**src/rtl/rv32i_pkg.sv**
```systemverilog
// rv32i_pkg: shared fetch-unit FSM encoding and PC defaults.
package rv32i_pkg;
  typedef enum logic [1:0] {
    IDLE    = 2'd0,
    REQ     = 2'd1,
    DISCARD = 2'd2
  } ifu_state_e;
  localparam logic [31:0] RESET_PC_DEF = 32'h0000_0000;
  localparam int PC_STEP_DEF = 4;
endpackage

```
**src/rtl/pc_reg.sv**
```systemverilog
// pc_reg: program counter with redirect load, step up/down and reset value.
module pc_reg
  import rv32i_pkg::*;
#(
  parameter logic [31:0] RESET_PC = RESET_PC_DEF,
  parameter int PC_STEP = PC_STEP_DEF
) (
  input  logic        ifu_clk,
  input  logic        ifu_rst_n,
  input  logic        load_en,
  input  logic [31:0] load_val,
  input  logic        count,
  input  logic        dir,
  output logic [31:0] pc
);
  always_ff @(posedge ifu_clk)
    if (!ifu_rst_n) pc <= RESET_PC;
    else if (load_en) pc <= load_val;
    else if (count) pc <= dir ? pc - 32'(PC_STEP) : pc + 32'(PC_STEP);
endmodule

```
**src/rtl/instr_fetch_unit.sv**
```systemverilog
// instr_fetch_unit: single-outstanding instruction fetch FSM with IR and PC.
// Define IFU_MISALIGN_TRAP_EN to trap misaligned redirects instead of masking them.
module instr_fetch_unit
  import rv32i_pkg::*;
#(
  parameter logic [31:0] RESET_PC = RESET_PC_DEF,
  parameter int PC_STEP = PC_STEP_DEF
) (
  input  logic        ifu_clk,
  input  logic        ifu_rst_n,
  input  logic        ir_wr_en,
  input  logic        ic_count,
  input  logic        ic_dir,
  input  logic        pc_load_en,
  input  logic [31:0] pc_load_val,
  output logic        mem_req,
  output logic [31:0] mem_addr,
  input  logic        mem_ack,
  input  logic [31:0] mem_rdata,
  output logic [31:0] instr_out,
  output logic        instr_valid,
  output logic        fetch_busy,
  output logic [31:0] pc_out,
  output logic        misalign_err
);
  ifu_state_e state;
  logic [31:0] fetch_addr;
  logic load_ok;
  logic [31:0] load_val;
`ifdef IFU_MISALIGN_TRAP_EN
  logic mis;
  assign mis = pc_load_en && |pc_load_val[1:0];
  assign load_ok = pc_load_en && !mis;
  assign load_val = pc_load_val;
  always_ff @(posedge ifu_clk)
    if (!ifu_rst_n) misalign_err <= 1'b0;
    else if (mis) misalign_err <= 1'b1;
`else
  assign load_ok = pc_load_en;
  assign load_val = pc_load_val & ~32'h3;
  assign misalign_err = 1'b0;
`endif
  pc_reg #(.RESET_PC(RESET_PC), .PC_STEP(PC_STEP)) u_pc (
    .ifu_clk(ifu_clk),
    .ifu_rst_n(ifu_rst_n),
    .load_en(load_ok),
    .load_val(load_val),
    .count(ic_count),
    .dir(ic_dir),
    .pc(pc_out)
  );
  assign mem_req = state != IDLE;
  assign fetch_busy = state != IDLE;
  assign mem_addr = fetch_addr;
  // a redirect while a read is in flight lets the read finish but drops its data
  always_ff @(posedge ifu_clk)
    if (!ifu_rst_n) begin
      state <= IDLE;
      fetch_addr <= '0;
      instr_out <= '0;
      instr_valid <= 1'b0;
    end else
      case (state)
        IDLE:
          if (ir_wr_en) begin
            state <= REQ;
            fetch_addr <= pc_out;
            instr_valid <= 1'b0;
          end
        REQ:
          if (mem_ack) begin
            state <= IDLE;
            if (!load_ok) begin
              instr_out <= mem_rdata;
              instr_valid <= 1'b1;
            end
          end else if (load_ok) state <= DISCARD;
        DISCARD: if (mem_ack) state <= IDLE;
        default: state <= IDLE;
      endcase
endmodule

```
**config.mk**
```make
export PLATFORM = sky130hd
export DESIGN_NAME = instr_fetch_unit
export DESIGN_NICKNAME = d
export VERILOG_FILES = /design/src/rtl/rv32i_pkg.sv /design/src/rtl/pc_reg.sv /design/src/rtl/instr_fetch_unit.sv
export SDC_FILE = /design/constraint.sdc
export NUM_CORES = 1
export LEC_CHECK = 0
export BUFFER_PORTS_ARGS = -buffer_cell sky130_fd_sc_hd__clkbuf_2
export CAP_MARGIN = 10
export CORE_UTILIZATION = 45
export CTS_CLUSTER_SIZE = 40
export DETAILED_ROUTE_END_ITERATION = 8
export GPL_TIMING_DRIVEN = 0
export PLACE_DENSITY = 0.84
export SYNTH_ARGS = -nofsm -noshare
export SYNTH_HDL_FRONTEND = slang
export SYNTH_SLANG_ARGS = --single-unit
```
**constraint.sdc**
```tcl
create_clock -name ifu_clk -period 2.25 [get_ports ifu_clk]
set_input_delay 0.225 -clock ifu_clk [delete_from_list [all_inputs] [get_ports ifu_clk]]
set_output_delay 0.225 -clock ifu_clk [all_outputs]
set_load 0.1 [all_outputs]
```
==> results of run 1 <==
-- cell usage in the layout, fill, tap and decap left out, types with 4 or more instances in the layout --
cell,synthesis,final
clkbuf_2,0,161
nand2_1,148,147
a21oi_1,118,112
dfxtp_1,95,68
clkbuf_1,36,32
o21ai_0,30,27
nor2_1,28,26
buf_4,6,26
dfxtp_4,0,20
xnor2_1,16,14
mux2i_1,13,13
a21o_1,12,12
ha_1,28,12
ha_4,0,11
nor3b_1,10,10
inv_1,9,9
nand3_1,10,9
xor2_1,10,9
clkbuf_16,0,9
o22ai_1,8,8
dfxtp_2,0,7
a21oi_2,2,6
o21ai_2,0,5
nor3_1,7,5
a211oi_1,6,5
ha_2,0,5
conb_1,1,5
nor2b_1,4,4
and3_1,5,4
o21a_1,5,4
-- cells in the mapped netlist, drive strengths merged (10+ instances only) --
master | instances | share of area (%)
a21o | 12 | 1.7
a21oi | 120 | 12
buf | 13 | 1.8
clkbuf | 36 | 2.6
dfxtp | 95 | 36
ha | 28 | 6.6
mux2i | 13 | 2.5
nand2 | 148 | 11
nand3 | 10 | 0.95
nor2 | 29 | 2.1
nor3b | 10 | 1.4
o21ai | 34 | 3.2
xnor2 | 16 | 2.7
xor2 | 10 | 1.7
-- layout make-up --
cell class / count / area share [%]
multi-input cells: 521 / 48.7
well taps: 143 / 2.50
clock inverters: 6 / 0.787
flip-flops and latches: 95 / 27.7
clock buffers: 10 / 3.34
inverters: 9 / 0.472
plain buffers: 42 / 2.53
repair buffers: 184 / 14.0
-- worst min path at each step --
stage,to,slack [ns],depth (start not counted)
2_1_floorplan,state[1],0.30,1
3_3_place_gp,instr_out[21],0.44,2
3_5_place_dp,instr_out[0],0.45,2
4_1_cts,instr_out[18],0.07,3
5_1_grt,instr_out[2],0.07,3
6_report,instr_out[18],0.07,3
-- worst max-delay path, stage by stage (launching register included) --
cell and delay (ns):
dfxtp_4 0.36, ha_2 0.35, a21oi_1 0.24, o21ai_0 0.16
a21oi_1 0.20, o211ai_1 0.20, a311oi_2 0.31, buf_4 0.18
xor2_1 0.14, o22ai_1 0.09
-- metrics by stage --
| stage | cells | utilization, % | setup WS [ns] | instance area (um^2) | setup TNS (ns) |
|---|---|---|---|---|---|
| finish | 1010 | 62.7 | -0.110 | 7160 | -0.792 |
| global route | 1010 | 62.7 | -0.194 | 7160 | -1.72 |
| CTS | 1006 | 61.1 | -0.0490 | 6980 | -0.207 |
| detailed placement | 978 | 57.1 | -0.884 | 6520 | -17.84 |
| global placement | 978 | 57.1 | -0.895 | 6520 | -17.54 |
| floorplan | 674 | - | -0.0915 | 5540 | -0.344 |
-- routing by layer --
metal  wire length [um]  vias to the layer above
met5                  0                        -
met4                620                        0
met3               1290                       52
met2               8180                      253
met1               7120                     2625
li1                   -                     2741
-- what timing repair did --
| item | CTS | global route |
|---|---|---|
| setup endpoints to repair | 25 | 17 |
| pin swaps | 30 | 14 |
| setup buffers | 17 | 6 |
| hold endpoints to repair | 0 | 0 |
| gates resized for setup | 17 | 27 |
-- report_power, final --
| group | switching, mW | internal [mW] | leakage [nW] |
|---|---|---|---|
| clock network | 0.740 | 0.808 | 0.144 |
| registers | 0.0890 | 1.78 | 0.791 |
| logic | 1.50 | 0.654 | 2.11 |
-- cells by family after synthesis --
group	share of synthesized area [%]
buffers and inverters	5.00
other	0.0710
adder cells (fa/ha/maj)	7.02
AND/OR/NAND/NOR	18.8
multiplexers	2.75
flip-flops	36.0
XOR/XNOR	4.31
AO/OA/AOI/OAI	26.0
==> summary.md, run 1 <==
| Metric | Value |
|---|---|
| Outcome | `finished, violations left` |
| Failing checks | `negative setup slack` |
| Clk_skew | `0.00946 ns` |
| Grt ovf | `0` |
| Final Hold Violating Endpoints | `0` |
| WL/cell | `17.0 um` |
| Final Power | `5.57 mW` |
| Peak VDD IR | `629 uV` |
| Detail Route Antenna Nets | `0` |
| Worst slew pin tran | `0.805 ns` |
| Vias in the first global route | `5,119` |
| Die ar. | `12,200 um^2` |
| Flip-flop count of the largest register after layout | `32` |
| Min cycle time layout | `2.36 ns` |
| Cell count after synthesis | `670` |
| Max-cap violations | `0` |
| Crit path to | `u_pc.pc[27]` |
| Area occupied by multi-input gates | `3480 um^2` |
| H-tree depth | `3` |
| Final Net Count | `962` |
| Maximum clock path buffer count | `2` |
| Port buffer count | `161` |
| Slew Limit Fails | `0` |
| Final antenna diode count | `0` |
| Leak pwr | `3.04 nW` |
| Critical Path AT | `2.58 ns` |
| Synth Register Bits | `95` |
| Met2 Track Usage GR | `46.8%` |
| Share of cells above drive strength 1 | `34.7%` |
| Initial core utilization | `46.2%` |
| Vias post-DR | `5,671` |
| Met1 global-route usage | `33.2%` |
| Mapped Area | `5280 um^2` |
| Die Y-Extent | `110 um` |
| Pin count of the biggest net entering global routing | `31` |
| Worst skew pair latency | `0.36 ns` |
| Predominant post-synthesis flop cell | `dfxtp_1` |
| Critical Path RT | `2.47 ns` |
| CTS tree | `done` |
| Worst R2R Path Depth | `9` |
| Hold_sp | `mem_rdata[18]` |
| DRT Pass-1 Iters | `5` |
| RR Endpoint | `u_pc.pc[27]` |
| Clk sinks | `95` |
| CP startpoint | `u_pc.pc[12]` |
| # IOs | `171` |
| Setup crit end kind | `flip-flop` |
| Core area | `11,400 um^2` |
| Root Buffer | `clkbuf_16` |
| Initial antenna violation count | `0` |
| Grt peak-use layer | `met2` |
| Critical path peak fanout | `7` |
| Ys Warns | `0` |
| Worst-path clk slew | `0.08 ns` |
| Setup crit start kind | `flip-flop` |
| Seq/Total Area, Yosys | `36.0%` |
| Worst r2r src | `u_pc.pc[12]` |
| Sequential cell area | `1990 um^2` |
| Mapped Avg Cell Area | `7.88 um^2` |
| Final WL | `17,200 um` |
| Detailed placer's ending HPWL | `12,000 um` |
| Post-synth EDFFs | `0` |
| RSZ-0062 raised after global routing | `true` |
| Period utilization | `105%` |
| Hold buffers post-CTS | `0` |
| Slew HR | `46.3%` |
| PnR worst setup slack | `-0.110 ns` |
| Final Wtd Congestion | `0.952` |
| Row cnt | `39` |
| P&R area growth vs syn | `35.6%` |
| Fillers | `1,013` |
| Chip width | `110 um` |
| Total GRT Usage | `27.8%` |
| DRC viols | `0` |
| DR vias/cell | `5.61` |
| Min-Delay Path Class | `in -> reg` |
| Reg-to-reg slack, setup | `-0.11 ns` |
| Ys async rst share | `0%` |
| Met3 Resource Use GR | `7.76%` |
| WHS | `0.0746 ns` |
| Power Density | `778 nW/um^2` |
| Library cells used by synthesis | `63` |
| Detailed Route Iter0 Violations | `471` |
| Global-route wire length before repair | `25,500 um` |
| WS Path Type | `reg -> reg` |
| CTS Buf Count | `9` |
| FMAX | `424 MHz` |
| Final setup violation count | `11` |
No activity file was read; power rests on OpenSTA's default activity.
==> run 2, diff against run 1 <==
--- a/config.mk
+++ b/config.mk
@@ -5,13 +5,14 @@
 export SDC_FILE = /design/constraint.sdc
 export NUM_CORES = 1
 export LEC_CHECK = 0
+export ABC_AREA = 1
 export BUFFER_PORTS_ARGS = -buffer_cell sky130_fd_sc_hd__clkbuf_2
 export CAP_MARGIN = 10
 export CORE_UTILIZATION = 45
 export CTS_CLUSTER_SIZE = 40
 export DETAILED_ROUTE_END_ITERATION = 8
 export GPL_TIMING_DRIVEN = 0
-export PLACE_DENSITY = 0.84
+export PLACE_DENSITY = 0.83
 export SYNTH_ARGS = -nofsm -noshare
 export SYNTH_HDL_FRONTEND = slang
 export SYNTH_SLANG_ARGS = --single-unit
==> run 2 against run 1 <==
  * The flow now finishes without violations
  * Sequential cell count unchanged
  * Clock power is 6% lower
  * Worst setup slack better by 0.32 ns
  * First-iteration DRC count shrank 12%
  * Sequential share of layout area down 0.49 points
  * Critical path depth grew 2
  * Register-to-register slack improved by 0.38 ns
  * Hold slack gained 0.016 ns
  * Global-route usage shrank 2.4 points
  * Die area grew 8.4%
  * Power down 4.9%
  * Largest power group unchanged
==> summary.md, run 2 <==
| Metric | Value |
|---|---|
| Placed inst area | `6790 um^2 (+4.2%)` |
| Post-synth EDFFs | `0 (unchanged)` |
| CP startpoint | `ic_dir` |
| Worst path depth | `11 (+2)` |
| Critical Path Max Stage Delay | `0.52 ns (+0.16 ns)` |
| P&R area growth vs syn | `23.3%` |
| Row cnt | `40 (+2.6%)` |
| Hold buffers post-CTS | `0 (unchanged)` |
| Post-synth top area share | `33.2% (-2.8 points)` |
| Mapped Avg Cell Area | `6.48 um^2 (-18%)` |
| Final setup violation count | `0 (-11)` |
| Worst path cell trace | `buf_2, ha_1, nand2_1, nand3_1, nand2_1, nand3_1, nand2_1, nand2_1, or2_1, nand2_1, a21oi_1` |
| Synth top area cells | `dfxtp_1 (33%), nand2_1 (14%), nor2_1 (10%), inv_1 (7.0%), ha_1 (6.1%)` |
| Critical Path AT | `2.25 ns (-0.33 ns)` |
| WS Path Type | `in -> reg` |
| Max-cap violations | `0 (unchanged)` |
| Peak VDD IR | `428 uV (-32%)` |
| Final Power | `5.30 mW (-4.9%)` |
| Final WL | `16,600 um (-3.6%)` |
| Setup crit start kind | `input pin` |
| Global-route wire length before repair | `26,400 um (+3.4%)` |
| Grt ovf | `0 (unchanged)` |
| Critical Path RT | `2.47 ns (about the same)` |
| Port buffer count | `162 (+0.62%)` |
| CTS Buf Count | `9 (unchanged)` |
| Detailed placer's ending HPWL | `13,100 um (+8.5%)` |
| Worst R2R Path Depth | `9 (unchanged)` |
| Commonest non-fill, non-tap cell in the layout | `nand2_1` |
| Ys async rst share | `0% (unchanged)` |
| H-tree depth | `3 (unchanged)` |
| RSZ-0062 raised after global routing | `false` |
| Final antenna diode count | `0 (unchanged)` |
| WL/cell | `13.4 um (-21%)` |
| Vias in the first global route | `5,614 (+9.7%)` |
| Min-Delay Path Class | `in -> reg` |
| Fin area | `7070 um^2 (-1.3%)` |
| Library cells used by synthesis | `35 (-44%)` |
| Sequential cell area | `1930 um^2 (-3.0%)` |
| Synth top cells by count | `nand2_1 (213), nor2_1 (160), inv_1 (107)` |
| Share of cells above drive strength 1 | `23.8% (-11 points)` |
| Flip-flop count of the largest register after layout | `32 (unchanged)` |
| Detail Route Antenna Nets | `0 (unchanged)` |
| Post-Layout Cell Count | `1,233 (+22%)` |
| Predominant post-synthesis flop cell | `dfxtp_1` |
| Maximum clock path buffer count | `2 (unchanged)` |
| Final Net Count | `1,161 (+21%)` |
| Top delay family on crit path | `simple AND/OR/NAND/NOR gates` |
| Area occupied by multi-input gates | `3270 um^2 (-6.1%)` |
| Setup crit end kind | `flip-flop` |
| FMAX | `491 MHz (+16%)` |
| Worst slew pin tran | `0.681 ns (-0.125 ns)` |
| Critical path peak fanout | `30 (+23)` |
| Root Buffer | `clkbuf_16` |
| Vias post-DR | `6,107 (+7.7%)` |
| Min cycle time layout | `2.04 ns (-0.323 ns)` |
| Die ar. | `13,200 um^2 (+8.4%)` |
| Clk sinks | `95 (unchanged)` |
| Seq/Total Area, Yosys | `33.2% (-2.8 points)` |
| Outcome | `finished clean` |
| Worst skew pair latency | `0.35 ns (about the same)` |
| Die Y-Extent | `115 um (+4.1%)` |
| Worst r2r src | `u_pc.pc[2]` |
| DR vias/cell | `4.95 (-12%)` |
| CP dominant cell by count | `nand2_1` |
| Crit path to | `u_pc.pc[17]` |
| Final Wtd Congestion | `0.950 (-0.19%)` |
| Initial antenna violation count | `0 (unchanged)` |
| Total GRT Usage | `25.4% (-2.4 points)` |
| Chip width | `115 um (+4.1%)` |
| Post-Place Cells | `1,218 (+25%)` |
| Fillers | `1,239 (+22%)` |
| Pin count of the biggest net entering global routing | `31 (unchanged)` |
| Mapped Area | `5730 um^2 (+8.6%)` |
| Commonest cells after routing, fill and taps aside | `nand2_1 (213), clkbuf_2 (161), nor2_1 (160)` |
| Buf/Inv on CP | `1 (unchanged)` |
| Clk_skew | `0.00668 ns (-0.00278 ns)` |
| Final Hold Violating Endpoints | `0 (unchanged)` |
| Slew Limit Fails | `0 (unchanged)` |
| Core area | `12,200 um^2 (+6.9%)` |
| Slew HR | `54.6% (+8.3 points)` |
| Area leader, netlist | `dfxtp_1` |
| WHS | `0.0907 ns (+0.0161 ns)` |
| Initial core utilization | `46.9% (+0.71 points)` |
| Cell count after synthesis | `884 (+32%)` |
| Reg-to-reg slack, setup | `0.27 ns (+0.38 ns)` |
| # IOs | `171 (unchanged)` |
| Slowest CP cell | `buf_2` |
| DRT Pass-1 Iters | `5 (unchanged)` |
| Synth Register Bits | `95 (unchanged)` |
| Period utilization | `90.5% (-14 points)` |
| Detailed Route Iter0 Violations | `414 (-12%)` |
| Ys Warns | `0 (unchanged)` |
| RR Endpoint | `u_pc.pc[30]` |
| Setup_tns | `0 ns (+0.792 ns)` |
| DRC viols | `0 (unchanged)` |
| Leak pwr | `3.80 nW (+25%)` |
| Count leader, synth | `nand2_1` |
| CTS tree | `done` |
| Worst-path clk slew | `0.07 ns (about the same)` |
| Power Density | `750 nW/um^2 (-3.6%)` |
==> run 2: cell count changes in the layout (fill, tap and decap cells not counted), sizes merged, moves of 11 or more <==
| cell | delta |
|---|---|
| a21o | -11 |
| a21oi | -71 |
| a22oi | +21 |
| buf | -18 |
| inv | +95 |
| mux2i | -13 |
| nand2 | +78 |
| nand3 | +35 |
| nor2 | +143 |
| o21ai | +34 |
| xnor2 | -15 |
==> run 2: how the worst min path moves through the flow <==
stage	from	endpoint	slack, ns	cells after the start
final	mem_rdata[2]	instr_out[2]	0.09	3
after global routing	mem_rdata[23]	instr_out[23]	0.09	3
after CTS	mem_rdata[2]	instr_out[2]	0.09	3
after detailed placement	mem_rdata[2]	instr_out[2]	0.46	3
after global placement	mem_rdata[24]	instr_out[24]	0.45	3
after floorplan	mem_rdata[0]	instr_out[0]	0.36	2
==> run 2: what timing repair did <==
item	in CTS	in global routing
setup endpoints to repair	0	1
setup buffers	0	0
gates resized for setup	0	1
==> run 2: routing by layer <==
| layer | wire length, um | part of all wire, % | vias up | track usage [%] |
|---|---|---|---|---|
| met5 | 0 | 0 | - | 0 |
| met4 | 424 | 2.6 | 0 | 10.0 |
| met3 | 1100 | 6.6 | 30 | 6.17 |
| met2 | 7800 | 47 | 180 | 43.7 |
| met1 | 7260 | 44 | 2740 | 30.5 |
| li1 | - | - | 3157 | - |
==> run 2: area by class of cell <==
class                   instances  area share, %
repair buffers                162           11.5
well taps                     168           2.98
plain buffers                  37           2.41
flip-flops and latches         95           27.3
clock buffers                  11           3.44
clock inverters                 4          0.443
multi-input cells             648           46.3
inverters                     108           5.74
==> run 2: power breakdown <==
part / switching [mW] / leakage (nW) / internal [mW] / total (mW)
logic: 1.53 / 2.89 / 0.429 / 1.96
registers: 0.0900 / 0.787 / 1.80 / 1.89
clock network: 0.668 / 0.124 / 0.778 / 1.45
total: 2.29 / 3.80 / 3.01 / 5.30
==> run 2: cells by family (layout without fill, tap and decap cells) <==
| group | Yosys count | after routing | share of synthesized area (%) |
|---|---|---|---|
| AND/OR/NAND/NOR | 454 | 454 | 33.6 |
| adder cells (fa/ha/maj) | 29 | 29 | 6.46 |
| buffers and inverters | 145 | 322 | 10.0 |
| XOR/XNOR | 9 | 9 | 1.38 |
| flip-flops | 95 | 95 | 33.2 |
| AO/OA/AOI/OAI | 151 | 151 | 15.2 |
| other | 1 | 5 | 0.0654 |
==> run 2: worst reg2reg max path, cell delays in order (launching register included) <==
cell and delay [ns]:
dfxtp_1 0.39, fa_1 0.49, nand3_1 0.12, nand3_2 0.14
nand3_1 0.13, nand3_2 0.15, nand2_1 0.17, nand3_1 0.10
nand3_1 0.10, a21oi_1 0.06
==> run 2: metrics by stage <==
step                      util [%]  setup slack [ns]
after floorplan                  -          -0.00968
after CTS                     57.9             0.197
after global placement        55.6            -0.148
after global routing          57.9            0.0724
final                         57.9             0.213
after detailed placement      55.6            -0.164
